$ cat config.mk
export PLATFORM = sky130hd
export DESIGN_NAME = apb_requester
export DESIGN_NICKNAME = d
export VERILOG_FILES = /design/src/rtl/apb_requester_pkg.sv /design/src/rtl/apb_requester_wait_timer.sv /design/src/rtl/apb_requester.sv
export SDC_FILE = /design/constraint.sdc
export NUM_CORES = 1
export LEC_CHECK = 0
export ABC_AREA = 1
export CORE_ASPECT_RATIO = 1.75
export CORE_MARGIN = 2
export CORE_UTILIZATION = 47
export CTS_CLUSTER_DIAMETER = 150
export DETAILED_ROUTE_END_ITERATION = 10
export PLACE_DENSITY_LB_ADDON = 0.2
export RECOVER_POWER = 100
export SLEW_MARGIN = 20
export SYNTH_ARGS = -nofsm -noshare
export SYNTH_HDL_FRONTEND = slang
export SYNTH_HIERARCHICAL = 1
export SYNTH_SLANG_ARGS = --single-unit
$ cat constraint.sdc
create_clock -name clk_i -period 6.2 [get_ports clk_i]
set_clock_uncertainty 0.15 [all_clocks]
set_input_delay 1.24 -clock clk_i [delete_from_list [all_inputs] [get_ports clk_i]]
set_output_delay 1.24 -clock clk_i [all_outputs]
set_load 0.01 [all_outputs]
$ cat src/rtl/apb_requester_pkg.sv
// Shared types and defaults for the APB requester and the benches that drive it.
// Latency: n/a (types and constants only).
// Backpressure: n/a.
// Contents: default bus widths, FSM state encoding, command/response records,
//           and the wait-timer width helper.

package apb_requester_pkg;

  localparam int APB_BUS_WIDTH       = 32;
  localparam int APB_ADDR_WIDTH      = 32;
  localparam int APB_TIMEOUT_DEFAULT = 16;

  typedef enum logic [1:0] {
    IDLE   = 2'd0,
    SETUP  = 2'd1,
    ACCESS = 2'd2,
    RESP   = 2'd3
  } apb_state_e;

  typedef struct packed {
    logic [APB_ADDR_WIDTH-1:0]  addr;
    logic                       write;
    logic [APB_BUS_WIDTH-1:0]   wdata;
    logic [APB_BUS_WIDTH/8-1:0] strb;
  } apb_cmd_t;

  typedef struct packed {
    logic [APB_BUS_WIDTH-1:0] rdata;
    logic                     err;
    logic                     timeout;
  } apb_rsp_t;

  // Counter width able to hold 0..cycles; never narrower than one bit so a
  // disabled timeout (cycles == 0) still elaborates.
  function automatic int timer_width(input int cycles);
    return (cycles < 1) ? 1 : $clog2(cycles + 1);
  endfunction

endpackage

$ cat src/rtl/apb_requester_wait_timer.sv
// Counts ACCESS cycles spent waiting for pready and flags the cycle on which the limit is hit.
// Latency: expired is combinational on the counting cycle (count incl. this cycle == limit).
// Backpressure: none; clear has priority over enable, count saturates instead of wrapping.
// Ports: clk, rst_n (async active-low), clear (restart at 0), enable (one more wait cycle),
//        expired (this wait cycle is the TIMEOUT_CYCLES-th; never asserted when TIMEOUT_CYCLES == 0).

module apb_wait_timer
  import apb_requester_pkg::*;
#(
  parameter int TIMEOUT_CYCLES = APB_TIMEOUT_DEFAULT
) (
  input  logic clk,
  input  logic rst_n,
  input  logic clear,
  input  logic enable,
  output logic expired
);

  localparam int W = timer_width(TIMEOUT_CYCLES);
  // The abort decision is made on the cycle whose increment would bring the
  // count to TIMEOUT_CYCLES, so the limit counts ACCESS cycles exactly.
  localparam logic [W-1:0] LAST = (TIMEOUT_CYCLES > 0) ? W'(TIMEOUT_CYCLES - 1) : '0;

  logic [W-1:0] count;

  always_ff @(posedge clk or negedge rst_n) begin
    if (!rst_n) begin
      count <= '0;
    end else if (clear) begin
      count <= '0;
    end else if (enable && (count != '1)) begin
      count <= count + W'(1);
    end
  end

  assign expired = (TIMEOUT_CYCLES != 0) && enable && (count == LAST);

endmodule

$ cat src/rtl/apb_requester.sv
// APB4 initiator: one command in on valid/ready, SETUP->ACCESS on APB, one response out on valid/ready.
// Latency: accept at N, psel N+1, penable N+2, rsp_valid N+3 plus one cycle per wait state.
// Backpressure: one transfer outstanding; cmd_ready_o stays low until the response is taken.
// Ports: clk_i/rst_ni; cmd_* command port; rsp_* response port; p* APB4 requester signals;
//        busy_o high from command accept until the response handshake.

module apb_requester
  import apb_requester_pkg::*;
#(
  parameter int BUS_WIDTH      = APB_BUS_WIDTH,
  parameter int ADDR_WIDTH     = APB_ADDR_WIDTH,
  parameter int TIMEOUT_CYCLES = APB_TIMEOUT_DEFAULT
) (
  input  logic                   clk_i,
  input  logic                   rst_ni,
  input  logic                   cmd_valid_i,
  output logic                   cmd_ready_o,
  input  logic [ADDR_WIDTH-1:0]  cmd_addr_i,
  input  logic                   cmd_write_i,
  input  logic [BUS_WIDTH-1:0]   cmd_wdata_i,
  input  logic [BUS_WIDTH/8-1:0] cmd_strb_i,
  output logic                   rsp_valid_o,
  input  logic                   rsp_ready_i,
  output logic [BUS_WIDTH-1:0]   rsp_rdata_o,
  output logic                   rsp_err_o,
  output logic                   rsp_timeout_o,
  output logic [ADDR_WIDTH-1:0]  paddr_o,
  output logic                   psel_o,
  output logic                   penable_o,
  output logic                   pwrite_o,
  output logic [BUS_WIDTH-1:0]   pwdata_o,
  output logic [BUS_WIDTH/8-1:0] pstrb_o,
  input  logic                   pready_i,
  input  logic                   pslverr_i,
  input  logic [BUS_WIDTH-1:0]   prdata_i,
  output logic                   busy_o
);

  localparam int STRB_WIDTH = BUS_WIDTH / 8;

  // Registered APB address/control/data; held from SETUP until completion.
  typedef struct packed {
    logic [ADDR_WIDTH-1:0] addr;
    logic                  write;
    logic [BUS_WIDTH-1:0]  wdata;
    logic [STRB_WIDTH-1:0] strb;
  } bus_t;

  typedef struct packed {
    logic [BUS_WIDTH-1:0] rdata;
    logic                 err;
    logic                 timeout;
  } rsp_t;

  apb_state_e state;
  bus_t       bus;
  rsp_t       rsp;
  logic       psel;
  logic       penable;
  logic       cmd_ready;
  logic       rsp_valid;
  logic       busy;

  logic accept;
  logic wait_cycle;
  logic expired;
  logic done;

  assign accept     = (state == IDLE) && cmd_ready && cmd_valid_i;
  assign wait_cycle = (state == ACCESS) && !pready_i;
  // pready wins over an expiring timer on the same cycle.
  assign done       = (state == ACCESS) && (pready_i || expired);

  apb_wait_timer #(
    .TIMEOUT_CYCLES(TIMEOUT_CYCLES)
  ) u_wait_timer (
    .clk    (clk_i),
    .rst_n  (rst_ni),
    .clear  (accept),
    .enable (wait_cycle),
    .expired(expired)
  );

  always_ff @(posedge clk_i or negedge rst_ni) begin
    if (!rst_ni) begin
      state     <= IDLE;
      bus       <= '0;
      rsp       <= '0;
      psel      <= 1'b0;
      penable   <= 1'b0;
      cmd_ready <= 1'b0;
      rsp_valid <= 1'b0;
      busy      <= 1'b0;
    end else begin
      case (state)
        IDLE: begin
          cmd_ready <= 1'b1;
          if (accept) begin
            cmd_ready <= 1'b0;
            psel      <= 1'b1;
            busy      <= 1'b1;
            state     <= SETUP;
            bus.addr  <= cmd_addr_i;
            bus.write <= cmd_write_i;
            // Reads never carry data or byte strobes on the bus.
            bus.wdata <= cmd_write_i ? cmd_wdata_i : '0;
            bus.strb  <= cmd_write_i ? cmd_strb_i : '0;
          end
        end

        SETUP: begin
          penable <= 1'b1;
          state   <= ACCESS;
        end

        ACCESS: begin
          if (done) begin
            psel        <= 1'b0;
            penable     <= 1'b0;
            bus         <= '0;
            rsp_valid   <= 1'b1;
            state       <= RESP;
            // prdata/pslverr are only meaningful when pready closes the access;
            // an abort returns zero data with both error flags.
            rsp.rdata   <= (pready_i && !bus.write) ? prdata_i : '0;
            rsp.err     <= pready_i ? pslverr_i : 1'b1;
            rsp.timeout <= !pready_i;
          end
        end

        RESP: begin
          if (rsp_ready_i) begin
            rsp_valid <= 1'b0;
            rsp       <= '0;
            busy      <= 1'b0;
            cmd_ready <= 1'b1;
            state     <= IDLE;
          end
        end

        default: begin
          state <= IDLE;
        end
      endcase
    end
  end

  assign cmd_ready_o   = cmd_ready;
  assign rsp_valid_o   = rsp_valid;
  assign rsp_rdata_o   = rsp.rdata;
  assign rsp_err_o     = rsp.err;
  assign rsp_timeout_o = rsp.timeout;
  assign paddr_o       = bus.addr;
  assign pwrite_o      = bus.write;
  assign pwdata_o      = bus.wdata;
  assign pstrb_o       = bus.strb;
  assign psel_o        = psel;
  assign penable_o     = penable;
  assign busy_o        = busy;

endmodule

* Word level (Yosys, flattened, before mapping)
Index checks and enable logic that the tools add are counted.
Storage, ports and cells: output and inout bits 108, register bits 115, bits of input ports 107
Cells by class: mux-type cells 27, add/sub/neg operators 1, reduce and logical (&&, ||, !) cells 22, eq/ne operators 8
Operators with widths (number):
- 69-bit 2-to-1 mux | 2
- 69-bit one-hot mux with 2 select lines | 1
- 34-bit 2-to-1 mux | 2
- 34-bit one-hot mux with 2 select lines | 1
- 32-bit 2-to-1 mux | 2
- 3-bit AND reduction | 4
- 5-bit 2-to-1 mux | 2
- 1-bit one-hot mux with 2 select lines | 5
- 2-bit nonzero test | 5
- 2-bit one-hot mux with 4 select lines | 1
- 1-bit logical AND | 7
- 1-bit 2-to-1 mux | 7
- 2-bit 2-to-1 mux | 3
- 2-bit inequality test, second input constant | 3
- 5-bit by 1-bit adder with 5-bit output, second input constant | 1
- 5-bit by 4-bit equality test with 1-bit output, second input constant | 1
- 5-bit inequality test, second input constant | 1
- 2-bit equality test, second input constant | 2
- 4-bit 2-to-1 mux | 1
- 2-bit AND reduction | 2
- 2-bit by 1-bit equality test with 1-bit output, second input constant | 1
- 1-bit zero test | 2
- 2-bit zero test | 1
- 1-bit logical OR | 1

* Depth between registers and ports, before layout
depth in word-level cells 7, depth in mapped cells 14, gate-level depth less buffers 11

* By module
The synthesis kept the hierarchy.
Modules (own cells, without submodules):
- apb_requester | instances 1, area an instance 5173.7 µm², cells each 653, sequential area each 2752.6 µm²
- apb_wait_timer | instances 1, area an instance 287.8 µm², cells each 39, sequential area each 125.1 µm²

* Least setup slack after synthesis
Ideal clock, no wire load.
kind input-to-reg, from in pready_i, to reg bus, in the netlist pwdata_o[10], cell stages on the path 9, library setup time 0.065 ns, slack 3.791 ns, arrival 2.194 ns, buffers on the path 2, cell sequence nor2_1 > nand2_1 > inv_1 > nor2_4 > nand2_2 > buf_2 > buf_4 > nand4_1 > nand2_1
Between the ends: longest elaborated chain between the ends 7
Ends and longest elaborated chain:
- start: declaration | line apb_requester.sv:33 | input logic pready_i,
- 1-bit zero test | line apb_requester.sv:70 | assign wait_cycle = (state == ACCESS) && !pready_i;
- 1-bit logical AND | line apb_requester.sv:70
- 1-bit logical AND | line apb_requester_wait_timer.sv:36 | assign expired = (TIMEOUT_CYCLES != 0) && enable && (count == LAST);
- net expired | line apb_requester.sv:66 | logic expired;
- 1-bit logical OR | line apb_requester.sv:72 | assign done = (state == ACCESS) && (pready_i || expired);
- 1-bit logical AND | line apb_requester.sv:72
- 2-bit inequality test (no line)
- 3-bit AND reduction (no line)
- end: declaration | line apb_requester.sv:56 | bus_t bus;
The timed path passes the listed nets, and every way through them passes these cells. A chain may end at the register's enable or synchronous reset.

* Worst setup path after layout
from reg state[0], to reg bus, in the netlist pwdata_o[14]
Between the ends: longest elaborated chain between the ends 7
Ends and longest elaborated chain:
- start: declaration | line apb_requester.sv:55 | apb_state_e state;
- start signal: assignment | line apb_requester.sv:86 | state <= IDLE;
- start signal: assignment | line apb_requester.sv:102 | state <= SETUP;
- start signal: assignment | line apb_requester.sv:113 | state <= ACCESS;
- 2-bit equality test | line apb_requester.sv:70, apb_requester.sv:72, apb_requester.sv:95
- 1-bit logical AND | line apb_requester.sv:70
- 1-bit logical AND | line apb_requester_wait_timer.sv:36
- 1-bit logical OR | line apb_requester.sv:72
- 1-bit logical AND | line apb_requester.sv:72
- 2-bit inequality test (no line)
- 3-bit AND reduction (no line)
Several ways; a longest one is shown, not always the timed one.

==> impl_metrics.json <==
{
  "synth_compound_area_frac": 0.00458,
  "synth_mux_area_frac": 0,
  "crit_buf_inv": 3,
  "cts_buffer_depth": 2,
  "wl_met3_um": 1100,
  "antenna_found_initial": 0,
  "hp-start": "rsp_rdata_o[8]",
  "rows": 52,
  "cp-startpoint": "state[0]",
  "portBuffers": 214,
  "synth_edf_count": 0,
  "fillers": 922,
  "p_leak_nw": 4.48,
  "grt_max_degree": 86,
  "hold_path_class": "flip-flop to flip-flop",
  "antenna_cells": 0,
  "yosys.area_share.simple": 0.373,
  "worstPathRequired_ps": 6330,
  "synth_xor_area_frac": 0,
  "violations": "capacitance limit, slew limit",
  "ios": 215,
  "die_h_um": 147,
  "synthFlopType": "dfrtp_1",
  "fmax_mhz": 219,
  "max_stage_delay_ps": 1090,
  "hold_slack_ps": 312,
  "synthAdderAreaFrac": 0.0160,
  "worstReg2RegStart": "state[0]",
  "synth_top_area_cell": "dfrtp_1",
  "hold_violations": 0,
  "cts_tree": "done",
  "nets": 998,
  "post-cts-setup-buffer-count": 0,
  "synthesis.area_sq_um": 5460,
  "firstDrtPassIters": 5,
  "peakVddDrop_uv": 283,
  "worstMarginPinSlew_ps": 1620,
  "numCtsBuffers": 17,
  "dp_hpwl_um": 10500,
  "cp.arrival_ps": 4690,
  "slew_violations": 32,
  "path_cells": "inv_1, ha_1, clkbuf_1, or2_2, nand3_2, buf_4, nand2_1, nand2_1",
  "status": "complete, but fails checks",
  "wirelength_um": 15200,
  "path_clk_slew_ps": 60,
  "max_cap_viol_count": 1,
  "dieArea_sq_um": 12500,
  "slew_headroom": -0.0775,
  "wire_per_inst_um": 14.7,
  "top_layer": "met4",
  "critical_path_class": "flip-flop to flip-flop",
  "drt_iter0_drc": 279,
  "rsz0062_at_grt": "false",
  "drive_above_1_share": 0.0713,
  "dr_total_vias": 5251,
  "yosysTopAreaCellShare": 0.527,
  "areaGrowthSynthToFinish_pct": 49.0,
  "p_per_area_nw_per_um2": 492,
  "syn-num-nets": 806,
  "critPathMostFrequentCell": "nand2_1",
  "yosysSeqAreaShare": 0.527,
  "p_total_w": 0.00400,
  "cts-resized-gates": 0,
  "setup_violations": 0,
  "synth_top_family_by_area": "simple AND/OR/NAND/NOR gates",
  "grt_pass1_wl_um": 24900,
  "hold_buffers": 0,
  "period_share": 0.736,
  "worstSetupStartpointType": "flip-flop",
  "cp_slowest_cell": "clkbuf_1",
  "clk_latency_ps": 410,
  "wl_met1_um": 6140,
  "ys_warn_count": 6,
  "viasPerCell": 5.09,
  "wl_met2_um": 7480,
  "cts_root_buf": "clkbuf_16",
  "design.core.area_sq_um": 11500,
  "final_cell_mix": "305 x nand2_1, 115 x dfrtp_1, 109 x dlygate4sd3_1",
  "grt_overflow": 0,
  "place.gp.congestion": 0.822,
  "synthDistinctLibCells": 23,
  "ant_nets": 0,
  "syn_area_per_cell_sq_um": 7.89,
  "drcViolationCount": 0,
  "clock-sinks": 115,
  "tns_ps": 0,
  "h-tree-depth": 4,
  "async_flop_share": 1.00,
  "crit_family": "simple AND/OR/NAND/NOR gates",
  "crit_path_end_kind": "flip-flop",
  "grt_usage": 0.247,
  "fin_crit_ps": 4560,
  "grt_pass1_vias": 5175,
  "die_w_um": 85.5,
  "cp_max_fo": 39,
  "synthTopCellsByArea": "dfrtp_1 53%, nand2_1 21%, nand4_1 8.1%",
  "start_util": 0.477,
  "ys_seq_elements": 115,
  "syn_inst": 692,
  "mostFrequentLayoutCell": "nand2_1"
}
area by class of cell:
| class | count | area, sq um | share of cell area |
|---|---|---|---|
| sequential | 115 | 2880 | 0.354 |
| timing repair buffer | 221 | 2190 | 0.269 |
| multi-input combinational | 481 | 2140 | 0.262 |
| clock buffer | 21 | 450 | 0.0553 |
| inverter | 48 | 180 | 0.0221 |
| tap | 135 | 169 | 0.0208 |
| clock inverter | 11 | 135 | 0.0166 |
stage by stage:
step	area, sq um	utilization	cells	worst slack (ps)
finish	8140	0.711	1032	1640
global route	8140	0.711	1032	1270
CTS	8160	0.713	1032	2010
global placement	7560	0.660	999	1760
floorplan	5460	-	692	3790
detailed placement	7570	0.661	1000	1580
cells by family (layout without fill, tap and decap cells):
group | after synthesis | in the layout
AOI/OAI and AO/OA | 5 | 5
adders and majority gates | 7 | 7
buffers and inverters | 96 | 301
DFF | 115 | 115
and+or+nand+nor | 469 | 469
cell usage after synthesis (4+ instances only):
library cell	count
buf_6	4
dfrtp_1	115
nor2_2	18
clkbuf_1	11
o21ai_0	4
nand3_1	4
nor2_1	61
ha_1	7
nand2_1	305
buf_2	27
inv_1	44
nand4_1	71
tightest hold or removal path, cell delays in order, from the launching register on:
cell	delay (ps)
dfrtp_1	330
nand2_1	50
nand2_1	50
per-layer routing:
metal / global-route usage / vias up
met5: 0 / -
met3: 0.0678 / 36
li1: - / 2550
met4: 0.108 / 0
met1: 0.306 / 2446
met2: 0.400 / 219
path summary, 6_finish.rpt:
check	end	slack [ps]	cells past startpoint
setup / recovery	pwdata_o[14]	1640	8
hold / removal	rsp_rdata_o[8]	310	2
setup reg to reg	pwdata_o[14]	1640	8
hold reg to reg	rsp_rdata_o[8]	310	2
max in group asynchronous	pwrite_o	3200	2
min in group asynchronous	rsp_rdata_o[20]	730	1
sequential cells by signal (all words and copies together), names as in the netlist:
signal	flops
u_wait_timer/count	5
pstrb_o	4
paddr_o	32
busy_o	1
rsp_err_o	1
psel_o	1
pwrite_o	1
cmd_ready_o	1
state	2
pwdata_o	32
rsp_valid_o	1
penable_o	1
rsp_timeout_o	1
rsp_rdata_o	32
power by group:
| group | internal (W) | total, W | leakage [nW] | switching (W) |
|---|---|---|---|---|
| Clock | 0.000637 | 0.000961 | 0.286 | 0.000324 |
| Combinational | 0.000709 | 0.00177 | 2.65 | 0.00106 |
| Sequential | 0.00109 | 0.00127 | 1.54 | 0.000182 |
| Total | 0.00243 | 0.00400 | 4.48 | 0.00157 |
Note: power is estimated with default switching activity, not from simulation.
